### src/rtl/duty_sequencer_pkg.sv
// Shared types and defaults for the duty sequencer: FSM states, frame geometry
// and the (level, repeat) table entry.
package duty_sequencer_pkg;

  localparam int FRAME_LEN = 8;
  localparam int LVL_W_DEF = $clog2(FRAME_LEN);
  localparam int REP_W_DEF = 4;
  localparam int DEPTH_DEF = 8;

  typedef enum logic [1:0] {
    ST_IDLE,
    ST_RUN,
    ST_FINISH
  } state_t;

  typedef struct packed {
    logic [LVL_W_DEF-1:0] level;
    logic [REP_W_DEF-1:0] rpt;
  } entry_t;

endpackage

### src/rtl/duty_sequencer_pwm_frame_counter.sv
// Slot counter for one PWM frame: counts while enabled, wraps at the frame end
// and is held at slot 0 while cleared.
module pwm_frame_counter #(
  parameter int W = 3
) (
  input  logic         clk,
  input  logic         reset,
  input  logic         i_en,
  input  logic         i_clr,
  output logic [W-1:0] o_pos,
  output logic         o_frame_end
);

  logic [W-1:0] r_pos;

  always_ff @(posedge clk or negedge reset) begin
    if (!reset) begin
      r_pos <= '0;
    end else if (i_clr) begin
      r_pos <= '0;
    end else if (i_en) begin
      r_pos <= r_pos + W'(1);
    end
  end

  assign o_pos       = r_pos;
  assign o_frame_end = i_en && (r_pos == '1);

endmodule

### src/rtl/duty_sequencer.sv
// Plays a table of (duty level, repeat count) entries frame by frame and
// drives the PWM output; the table is loaded through a valid/ready port while idle.
module duty_sequencer
  import duty_sequencer_pkg::*;
#(
  parameter int DEPTH = DEPTH_DEF,
  parameter int LVL_W = LVL_W_DEF,
  parameter int REP_W = REP_W_DEF
) (
  input  logic             clk,
  input  logic             reset,
  input  logic             wr_valid,
  output logic             wr_ready,
  input  logic [LVL_W-1:0] wr_level,
  input  logic [REP_W-1:0] wr_repeat,
  input  logic             clear,
  input  logic             start,
  input  logic             stop,
  output logic             busy,
  output logic             done,
  output logic [LVL_W-1:0] level,
  output logic [LVL_W-1:0] frame_pos,
  output logic             frame_start,
  output logic             o
);

  localparam int IDX_W = (DEPTH > 1) ? $clog2(DEPTH) : 1;
  localparam int CNT_W = IDX_W + 1;

  logic [LVL_W-1:0] r_tbl_level [DEPTH];
  logic [REP_W-1:0] r_tbl_rep   [DEPTH];

  state_t           r_state;
  logic [CNT_W-1:0] r_count;
  logic [IDX_W-1:0] r_idx;
  logic [REP_W-1:0] r_rep_cnt;
  logic [LVL_W-1:0] r_level;
  logic             r_o;
  logic             r_stop_pend;

  logic             w_run;
  logic             w_wr_fire;
  logic             w_frame_end;
  logic             w_last_entry;
  logic [LVL_W-1:0] w_frame_pos;
  logic [LVL_W-1:0] w_pos_nxt;
  logic [IDX_W-1:0] w_idx_nxt;

  assign w_run        = (r_state == ST_RUN);
  assign wr_ready     = (r_state == ST_IDLE) && (r_count < CNT_W'(DEPTH)) && !clear;
  assign w_wr_fire    = wr_valid && wr_ready;
  assign w_pos_nxt    = w_frame_pos + LVL_W'(1);
  assign w_idx_nxt    = r_idx + IDX_W'(1);
  assign w_last_entry = (CNT_W'(r_idx) + CNT_W'(1)) == r_count;

  pwm_frame_counter #(.W(LVL_W)) u_frame_cnt (
    .clk         (clk),
    .reset       (reset),
    .i_en        (w_run),
    .i_clr       (!w_run),
    .o_pos       (w_frame_pos),
    .o_frame_end (w_frame_end)
  );

  // NOTE: the table has no reset; entries at or above r_count are never read.
  always_ff @(posedge clk) begin
    if (w_wr_fire) begin
      r_tbl_level[r_count[IDX_W-1:0]] <= wr_level;
      r_tbl_rep[r_count[IDX_W-1:0]]   <= wr_repeat;
    end
  end

  always_ff @(posedge clk or negedge reset) begin
    if (!reset) begin
      r_state     <= ST_IDLE;
      r_count     <= '0;
      r_idx       <= '0;
      r_rep_cnt   <= '0;
      r_level     <= '0;
      r_o         <= 1'b0;
      r_stop_pend <= 1'b0;
    end else begin
      case (r_state)
        ST_IDLE: begin
          r_o <= 1'b0;
          if (clear) begin
            r_count <= '0;
          end else begin
            if (w_wr_fire) r_count <= r_count + CNT_W'(1);
            // An empty table may still start if entry 0 is being written now.
            if (start && ((r_count != '0) || w_wr_fire)) begin
              r_state   <= ST_RUN;
              r_idx     <= '0;
              r_rep_cnt <= (r_count == '0) ? wr_repeat : r_tbl_rep[0];
              r_level   <= (r_count == '0) ? wr_level  : r_tbl_level[0];
              r_o       <= 1'b1;
            end
          end
        end
        ST_RUN: begin
          if (stop) r_stop_pend <= 1'b1;
          if (w_frame_end) begin
            if (r_stop_pend || stop || (w_last_entry && (r_rep_cnt == '0))) begin
              r_state <= ST_FINISH;
              r_o     <= 1'b0;
            end else begin
              // Slot 0 of every frame is high for any level.
              r_o <= 1'b1;
              if (r_rep_cnt == '0) begin
                r_idx     <= w_idx_nxt;
                r_rep_cnt <= r_tbl_rep[w_idx_nxt];
                r_level   <= r_tbl_level[w_idx_nxt];
              end else begin
                r_rep_cnt <= r_rep_cnt - REP_W'(1);
              end
            end
          end else begin
            r_o <= (w_pos_nxt <= r_level);
          end
        end
        ST_FINISH: begin
          r_o         <= 1'b0;
          r_stop_pend <= 1'b0;
          r_state     <= ST_IDLE;
        end
        default: r_state <= ST_IDLE;
      endcase
    end
  end

  assign busy        = (r_state != ST_IDLE);
  assign done        = (r_state == ST_FINISH);
  assign level       = r_level;
  assign frame_pos   = w_frame_pos;
  assign frame_start = w_run && (w_frame_pos == '0);
  assign o           = r_o;

endmodule
### config.mk
export PLATFORM = sky130hd
export DESIGN_NAME = duty_sequencer
export DESIGN_NICKNAME = d
export VERILOG_FILES = /design/src/rtl/duty_sequencer_pkg.sv /design/src/rtl/duty_sequencer_pwm_frame_counter.sv /design/src/rtl/duty_sequencer.sv
export SDC_FILE = /design/constraint.sdc
export NUM_CORES = 1
export LEC_CHECK = 0
export BUFFER_PORTS_ARGS = -buffer_cell sky130_fd_sc_hd__buf_2
export CAP_MARGIN = 40
export CORE_MARGIN = 3
export CORE_UTILIZATION = 54
export CTS_CLUSTER_DIAMETER = 50
export DETAILED_ROUTE_END_ITERATION = 10
export GPL_TIMING_DRIVEN = 0
export PLACE_DENSITY = 0.74
export SLEW_MARGIN = 15
export SYNTH_ARGS = -nofsm -noshare
export SYNTH_HDL_FRONTEND = slang
export SYNTH_SLANG_ARGS = --single-unit
export TNS_END_PERCENT = 100
### constraint.sdc
create_clock -name clk -period 2.1 [get_ports clk]
set_clock_uncertainty 0.15 [all_clocks]
set_input_delay 0 -clock clk [delete_from_list [all_inputs] [get_ports clk]]
set_output_delay 0 -clock clk [all_outputs]
set_load 0.02 [all_outputs]
## After elaboration in Yosys (flattened, before gate mapping)

Memory sizes are Yosys's and may differ from the RTL's.
Index checks and enable logic that the tools add are counted.

| word-level totals | value |
|---|---|
| register bits | 21 |
| memory bits (writable) | 56 |
| input bits | 13 |
| word-level logic and storage cells | 91 |
| memories kept | 2 |

Memories:

| memory | words | bits a word | read ports | clocked after Yosys merged registers in | write ports | RTL line | text |
|---|---|---|---|---|---|---|---|
| r_tbl_rep | 8 | 4 | 2 | 0 | 1 | duty_sequencer.sv:31 | `logic [REP_W-1:0] r_tbl_rep [DEPTH];` |
| r_tbl_level | 8 | 3 | 2 | 0 | 1 | duty_sequencer.sv:30 | `logic [LVL_W-1:0] r_tbl_level [DEPTH];` |

| operators by class | value |
|---|---|
| $add $sub $neg | 5 |
| order comparisons | 2 |
| equality and inequality tests | 11 |
| multiplexer cells | 37 |
| reduce and logical (&&, ||, !) cells | 26 |

Operator list:

| kind | count |
|---|---|
| $mux W3 | 12 |
| $mux W4 | 8 |
| $ne A2 B2 Y1 const B | 6 |
| $pmux W3 S2 | 2 |
| $logic_not A4 Y1 | 2 |
| $mux W2 | 4 |
| $pmux W4 S2 | 1 |
| $reduce_bool A2 Y1 | 4 |
| $logic_and A1 B1 Y1 | 7 |
| $mux W1 | 7 |
| $add A3 B1 Y3 const B | 2 |
| $reduce_and A6 Y1 | 1 |
| $reduce_and A5 Y1 | 1 |
| $add A3 B1 Y4 const B | 1 |
| $add A4 B1 Y4 const B | 1 |
| $eq A4 B4 Y1 | 1 |
| $lt A4 B4 Y1 const B | 1 |
| $pmux W2 S2 | 1 |
| $reduce_and A2 Y1 | 2 |
| $reduce_and A4 Y1 | 1 |
| $reduce_bool A4 Y1 | 1 |
| $sub A4 B1 Y4 const B | 1 |
| $eq A3 B3 Y1 const B | 1 |
| $le A3 B3 Y1 | 1 |
| other kinds (10) | 12 |

## Longest topological paths before layout

Gate-level depths: netlist of the first run.

| depth | value |
|---|---|
| depth after elaboration | 9 |
| depth in mapped cells | 8 |
| depth with buffers taken out | 8 |

## Modules after synthesis

A second synthesis of the first run with hierarchy kept.

| unflattened totals | value |
|---|---|
| cell total of the unflattened synthesis | 304 |
| area total of the unflattened synthesis | 3,851.2 sq um |

By module, submodules not included:

| module | instances | cells an instance | area each (sq um) | sequential area each (sq um) |
|---|---|---|---|---|
| duty_sequencer | 1 | 292 | 3,703.6 | 2,132.0 |
| pwm_frame_counter | 1 | 12 | 147.6 | 75.1 |

## Worst setup path after synthesis of the first run

Ideal clock, no wire load.

| timing path | value |
|---|---|
| path kind | register -> register |
| start | reg r_count[1] |
| end | reg r_idx[0] |
| arrival time | 2.019 ns |
| required time | 1.825 ns |
| slack | -0.194 ns |
| stages on the path, launching flop included | 9 |
| clock period less this slack | 2.294 ns |
| cells stage by stage | dfrtp_1 > clkbuf_1 > inv_1 > ha_1 > or3b_2 > o221ai_4 > nor2_1 > and2_1 > mux2_2 |

| between the ends | value |
|---|---|
| cells in the longest elaborated chain, start to end | 8 |

RTL lines:

| item | RTL line | text |
|---|---|---|
| from (decl) | duty_sequencer.sv:34 | `logic [CNT_W-1:0] r_count;` |
| from (signal assigned) | duty_sequencer.sv:89 | `if (w_wr_fire) r_count <= r_count + CNT_W'(1);` |
| $lt A4 B4 Y1 | duty_sequencer.sv:50 | `assign wr_ready = (r_state == ST_IDLE) && (r_count < CNT_W'(DEPTH)) && !clear;` |
| $logic_and A1 B1 Y1 (2 in a row) | duty_sequencer.sv:50 |  |
| $logic_and A1 B1 Y1 | duty_sequencer.sv:51 | `assign w_wr_fire = wr_valid && wr_ready;` |
| $logic_or A1 B1 Y1 | duty_sequencer.sv:91 | `if (start && ((r_count != '0) \|\| w_wr_fire)) begin` |
| $logic_and A1 B1 Y1 | duty_sequencer.sv:91 |  |
| $ne A2 B1 Y1 (no line) | n/a |  |
| $reduce_and A6 Y1 (no line) * | n/a |  |
| to (signal assigned) | duty_sequencer.sv:110 | `r_idx <= w_idx_nxt;` |
| to (decl) | duty_sequencer.sv:35 | `logic [IDX_W-1:0] r_idx;` |

Every way passes the cells marked *; elsewhere a longest branch is shown, timed or not.
A chain may end at the register's enable or synchronous reset.

## Worst setup path in the final report of the first run

Same ends and word-level chain as after synthesis.

==> results of run 1 <==
## layout by cell type (no fill, tap or decap), drive strengths merged, types with 3 or more instances in the layout
master and instances:
bufinv 3, o211ai 3, a221oi 3, nand2 17, ha 15, nand2b 8
nand3 4, mux2 6, mux2i 8, a21oi 4, nor3 5, clkbuf 9
inv 16, dlygate4sd3 12, dfrtp 21, nor2b 8, mux4 14, nor2 13
a31oi 3, edfxtp 56, a2111oi 4, xor2 3, o21ai 10, o31ai 5
and2 7, buf 59
## final cells by class
cell class              instances  area (um^2)
fillers                       375         1614
well taps                      77        96.34
inverters                      14        57.56
clock inverters                 7        120.1
plain buffers                   6        57.56
multi-input cells             164         1750
repair buffers                 65        500.5
flip-flops and latches         77         2211
clock buffers                   9        123.9
## routing by layer
layer | vias to the layer above | share of wire
met5 | - | 0
met2 | 89 | 0.51
met4 | 0 | 0.028
met1 | 1278 | 0.40
met3 | 18 | 0.057
li1 | 1149 | -
## where the power goes
part           switching [mW]  leakage (nW)  internal [mW]  total [mW]
clock                   0.595         0.122          0.797        1.39
combinational            1.62         0.952           1.53        3.16
sequential              0.169         0.766           1.83        2.00
## final timing paths
check                                      from              endpoint  cells after the start
setup / recovery                     r_count[1]              r_idx[0]                      7
hold / removal                            reset            r_state[1]                      2
setup reg to reg                     r_count[1]              r_idx[0]                      7
hold reg to reg            u_frame_cnt.o_pos[0]  u_frame_cnt.o_pos[0]                      1
max in group asynchronous                 reset            r_count[0]                      2
min in group clk           u_frame_cnt.o_pos[0]  u_frame_cnt.o_pos[0]                      1
## kinds of logic (layout without fill, tap and decap cells)
| kind of cell | Yosys count | after routing | share of synthesized area |
|---|---|---|---|
| flip-flops | 77 | 77 | 0.5898 |
| multiplexers | 28 | 28 | 0.1237 |
| XOR/XNOR | 5 | 5 | 0.01571 |
| AO/OA/AOI/OAI | 44 | 44 | 0.08660 |
| adder cells (fa/ha/maj) | 15 | 15 | 0.05015 |
| AND/OR/NAND/NOR | 72 | 72 | 0.1026 |
| buffers and inverters | 25 | 101 | 0.03143 |
## state kept, by name, indices dropped and copies added (netlist names)
register           cells
r_stop_pend            1
r_tbl_level           24
r_tbl_rep             32
r_count                4
u_frame_cnt.o_pos      3
r_rep_cnt              4
r_idx                  3
level                  3
o                      1
r_state                2
## what timing repair did
action                                  in CTS  in global routing
endpoints found under the hold margin       87                  0
pin swaps                                   11                  8
hold buffers                                12                  0
endpoints found under the setup margin      70                 70
resized for setup                           44                 36
buffers inserted                            20                  8
## stage by stage
stage | TNS, ns | cells | area, um^2
finish | 0 | 419 | 4917
global route | -0.07970 | 419 | 4917
CTS | -0.3354 | 414 | 4738
detailed placement | -24.97 | 368 | 4036
global placement | -24.89 | 366 | 4021
floorplan | -0.1099 | 266 | 3810
==> results by group, run 1 <==
Timing
  • Setup WS post-layout: 0.02173 ns
  • Count of final hold-check violations: 4
  • Relative slew margins: 0.6604
  • Fin crit share: 0.9897
  • Final min period: 2.078 ns
  • Top achievable clock speed: 0.4812 GHz
  • Final Max Slew Viols: 0
  • Final Hold Slack: -0.004647 ns
  • Final Setup Violations: 0
  • Worst-Margin Slew: 0.4965 ns
  • RSZ-0062 raised after global routing: true

Worst hold path
  • Min-delay worst type: in2async

Global route
  • Initial antenna violation count: 0
  • First-pass GRT wire length: 13390 um
  • Routing usage on met2: 0.3744
  • Vias in the first global route: 2538
  • GRT overflow: 0
  • M3 GR Usage: 0.05438
  • Gr busiest metal: met2
  • GR Util met1: 0.3061
  • Largest net degree at the start of global routing: 22
  • GRT Total Usage: 0.2341

Clock network
  • Clk slew on worst S/H paths: 0.09 ns
  • Worst skew pair latency: 0.36 ns
  • Num CTS Buffers: 9
  • CTS max path bufs: 2
  • CTS tree: yes
  • H-tree lvl count: 3
  • Clock sink count: 77
  • Root Buffer: clkbuf_8

Pwr
  • Worst vdd ir: 0.7649 mV
  • Ratio of total power to cell area: 1331 mW/mm^2
  • Power, Total: 6.544 mW
  • Pleak: 1.840 nW

Synthesis
  • Dominant synthesized flop cell: edfxtp_1
  • Synth top area cells: edfxtp_1, dfrtp_1, mux4_2, ha_1, mux2i_1
  • Post-synth top area share: 0.4493
  • Synth Net Count: 294
  • Synth warn: 0
  • Post-synth ARST share: 0.2727
  • Flops & latches, synth: 77
  • Post-Syn Instances: 266
  • Top-count cell post-synth: edfxtp_1
  • Register area share after synthesis: 0.5898
  • Post-synth EDFFs: 56
  • Mapped cell area: 0.003742 mm^2
  • Post-synth top area cell: edfxtp_1
  • Most frequent cells after synthesis: edfxtp_1, dfrtp_1, nand2_1
  • Mean Syn Cell Area: 14.07 um^2
  • Synth cell types: 46

Setup path
  • CP Launch Type: register
  • Critical Path Max Stage Delay: 0.45 ns
  • Critical path peak fanout: 6
  • CP endpoint kind: register
  • Worst path bufs/invs: 1
  • Crit-path cells: inv_4 > ha_4 > or3b_4 > o221ai_4 > nor2_2 > and2_4 > mux2_4
  • Data arrival, critical path: 2.17 ns
  • Kind of critical path: reg2reg
  • R2r setup slk: 0.02 ns
  • Critical Path RT: 2.20 ns
  • Critical-path top delay cell: dfrtp_1
  • Family with the most delay on the worst path: simple AND/OR/NAND/NOR gates

Routing
  • First-pass detailed-route iteration total: 4
  • Via count: 2534
  • WL/cell: 20.59 um
  • DR iter-0 viols: 134
  • Post-route DRC: 0
  • Vias per cell: 6.048
  • Final ANT Viol Nets: 0
  • WL final: 8626 um

Final layout
  • Diode count: 0
  • Synth-to-Final Area Change: 31.39%
  • Post-Route Utilization: 0.7529
  • Layout cells sized above 1: 0.4327
  • # nets final: 365

Status
  • Outcome: complete, but fails checks
  • Failing checks: negative hold slack

Floorplanning
  • Core footprint: 0.006531 mm^2
  • Die Span X: 89.25 um
  • Die Span Y: 89.25 um
  • Initial core utilization: 0.5730
  • Num rows: 29
  • Num ports: 24
  • Die ar.: 0.007966 mm^2

Placed design
  • PortBufs: 23
  • DP Wirelength: 5086 um
  • Pre-CTS setup slack: -0.5116 ns
  • Placer Congestion: 0.8899

Run
  • Max-cap violations: 0
No activity file was read; power rests on OpenSTA's default activity.
==> inputs of run 2 (changes only) <==
CELL_PAD_IN_SITES_DETAIL_PLACEMENT = 1   (was default)
CELL_PAD_IN_SITES_GLOBAL_PLACEMENT = 2   (was default)
CORE_UTILIZATION = 39   (was 54)
SKIP_LAST_GASP = 1   (was default)
==> results by group, run 2 (synthesis results as in run 1) <==
Floorplanning
  • Initial core utilization: 0.4031 (-0.1699)
  • Die Span Y: 104.0 um (+16%)
  • Die ar.: 0.01081 mm^2 (+36%)
  • Core footprint: 0.009284 mm^2 (+42%)
  • Num ports: 24 (unchanged)
  • Die Span X: 104.0 um (+16%)
  • Num rows: 35 (+21%)

Final layout
  • Most frequent cells in the layout: edfxtp_1, buf_2, buf_4
  • Most common cell after layout, fill and taps aside: edfxtp_1
  • # nets final: 367 (+0.55%)
  • Synth-to-Final Area Change: 33.60%
  • Layout cells sized above 1: 0.4477 (+0.01493)
  • Diode count: 0 (unchanged)
  • Max reg flops: 32 (unchanged)

Pwr
  • Pleak: 1.848 nW (+0.44%)
  • Ratio of total power to cell area: 1303 mW/mm^2 (-2.1%)
  • Power, Total: 6.514 mW (-0.46%)
  • Worst vdd ir: 0.5457 mV (-29%)

Setup path
  • CP Launch Type: register
  • Critical path peak fanout: 4 (-2)
  • Critical Path RT: 2.19 ns (about the same)
  • CP endpoint kind: register
  • Critical Path Max Stage Delay: 0.43 ns (-0.02 ns)
  • Critical-path top delay cell: dfrtp_1
  • Crit-path cells: ha_4 > xor2_4 > nor3_4 > and3_4 > buf_8 > a211o_4 > mux2_4
  • Kind of critical path: reg2reg
  • Worst reg-to-reg path cell count: 7 (unchanged)
  • Data arrival, critical path: 2.24 ns (+0.07 ns)

Routing
  • WL/cell: 20.53 um (-0.26%)
  • First-pass detailed-route iteration total: 6 (+2)
  • Vias per cell: 5.271 (-13%)
  • Post-route DRC: 0 (unchanged)
  • Final ANT Viol Nets: 0 (unchanged)
  • WL final: 9712 um (+13%)
  • DR iter-0 viols: 84 (-37%)
  • Via count: 2493 (-1.6%)

Placed design
  • Placer Congestion: 0.7626 (-14%)
  • DP Wirelength: 6194 um (+22%)
  • PortBufs: 23 (unchanged)

Clock network
  • Clock sink count: 77 (unchanged)
  • Num CTS Buffers: 9 (unchanged)
  • CTS max path bufs: 2 (unchanged)
  • Worst skew pair latency: 0.35 ns (about the same)
  • CTS tree: yes
  • Clk slew on worst S/H paths: 0.09 ns (about the same)
  • Root Buffer: clkbuf_8
  • H-tree lvl count: 3 (unchanged)

Timing
  • Count of final hold-check violations: 0 (-4)
  • Relative slew margins: 0.6206 (-0.03978)
  • Fin crit share: 1.023 (+0.03314)
  • Worst-Margin Slew: 0.5691 ns (+0.07251 ns)
  • Final min period: 2.148 ns (+0.06960 ns)
  • Top achievable clock speed: 0.4656 GHz (-3.2%)
  • Final Hold Slack: 0.02226 ns (+0.02690 ns)
  • RSZ-0062 raised after global routing: true
  • Setup WS post-layout: -0.04788 ns (-0.06960 ns)
  • Final Max Slew Viols: 0 (unchanged)
  • Final Setup Violations: 3 (+3)

Global route
  • Initial antenna violation count: 0 (unchanged)
  • GRT Total Usage: 0.1833 (-0.05075)
  • First-pass GRT wire length: 15210 um (+14%)
  • GRT overflow: 0 (unchanged)
  • Vias in the first global route: 2648 (+4.3%)
  • Largest net degree at the start of global routing: 22 (unchanged)

Run
  • Max-cap violations: 0 (unchanged)

Worst hold path
  • Min-delay worst type: in2async

Status
  • Failing checks: negative setup slack
  • Outcome: complete, but fails checks
run 2: cell count changes in the layout (fill, tap and decap cells not counted), sizes merged:
cell,before,now
buf,59,61
bufinv,3,1
clkinv,2,1
clkinvlp,0,1
inv,16,18
run 2: layer usage:
| layer | wire (um) | up-vias | share of wire | track usage |
|---|---|---|---|---|
| met5 | 0 | - | 0 | 0 |
| met4 | 102 | 0 | 0.011 | 0.05223 |
| met3 | 211 | 8 | 0.022 | 0.02545 |
| met2 | 4912 | 33 | 0.51 | 0.3110 |
| met1 | 4485 | 1285 | 0.46 | 0.2469 |
| li1 | - | 1167 | - | - |
run 2: where the power goes:
group          switching, mW  internal, mW
Sequential             0.176          1.83
Clock                  0.611         0.568
Combinational           1.72          1.61
Total                   2.51          4.01
run 2: final cells by class:
type                       instances  area [um^2]
clock inverter                     7        80.08
multi-input combinational        164         1777
timing repair buffer              65        513.0
tap                              129        161.4
buffer                             8        78.83
inverter                          14        55.05
sequential                        77         2211
clock buffer                       9        123.9
fill                             906         4284
run 2: worst paths after layout:
check	from	to	slack, ns
hold / removal	reset	r_state[0]	0.02
setup reg to reg	r_idx[1]	r_idx[0]	-0.05
max in group asynchronous	reset	r_idx[2]	1.36
setup / recovery	r_idx[1]	r_idx[0]	-0.05
min in group clk	clear	r_count[3]	0.27
hold reg to reg	o	o	0.37
run 2: what timing repair did:
action	in CTS	in global routing
setup buffers	15	12
setup endpoints to repair	69	51
gates resized for setup	44	42
hold buffers	12	0
hold endpoints to repair	83	0
pin swaps	8	8
run 2: worst max-delay path: cells and delay by family, from the launching register on:
kind            cells  cell delay [ns]
flops               1             0.43
fa+ha+maj           1             0.34
compound gates      1             0.30
simple gates        2             0.26
mux                 1             0.26
xor+xnor            1             0.17
buf+inv             1             0.12
run 2: metrics by stage:
stage / setup WS, ns / utilization / cells / instance area [um^2] / setup TNS (ns)
floorplan: -0.07736 / - / 266 / 3810 / -0.1099
global placement: -0.6012 / 0.4402 / 418 / 4086 / -31.11
detailed placement: -0.6358 / 0.4426 / 421 / 4109 / -28.07
CTS: -0.06597 / 0.5106 / 462 / 4741 / -0.2714
global route: -0.1209 / 0.5385 / 473 / 5000 / -0.6413
finish: -0.04788 / 0.5385 / 473 / 5000 / -0.1203
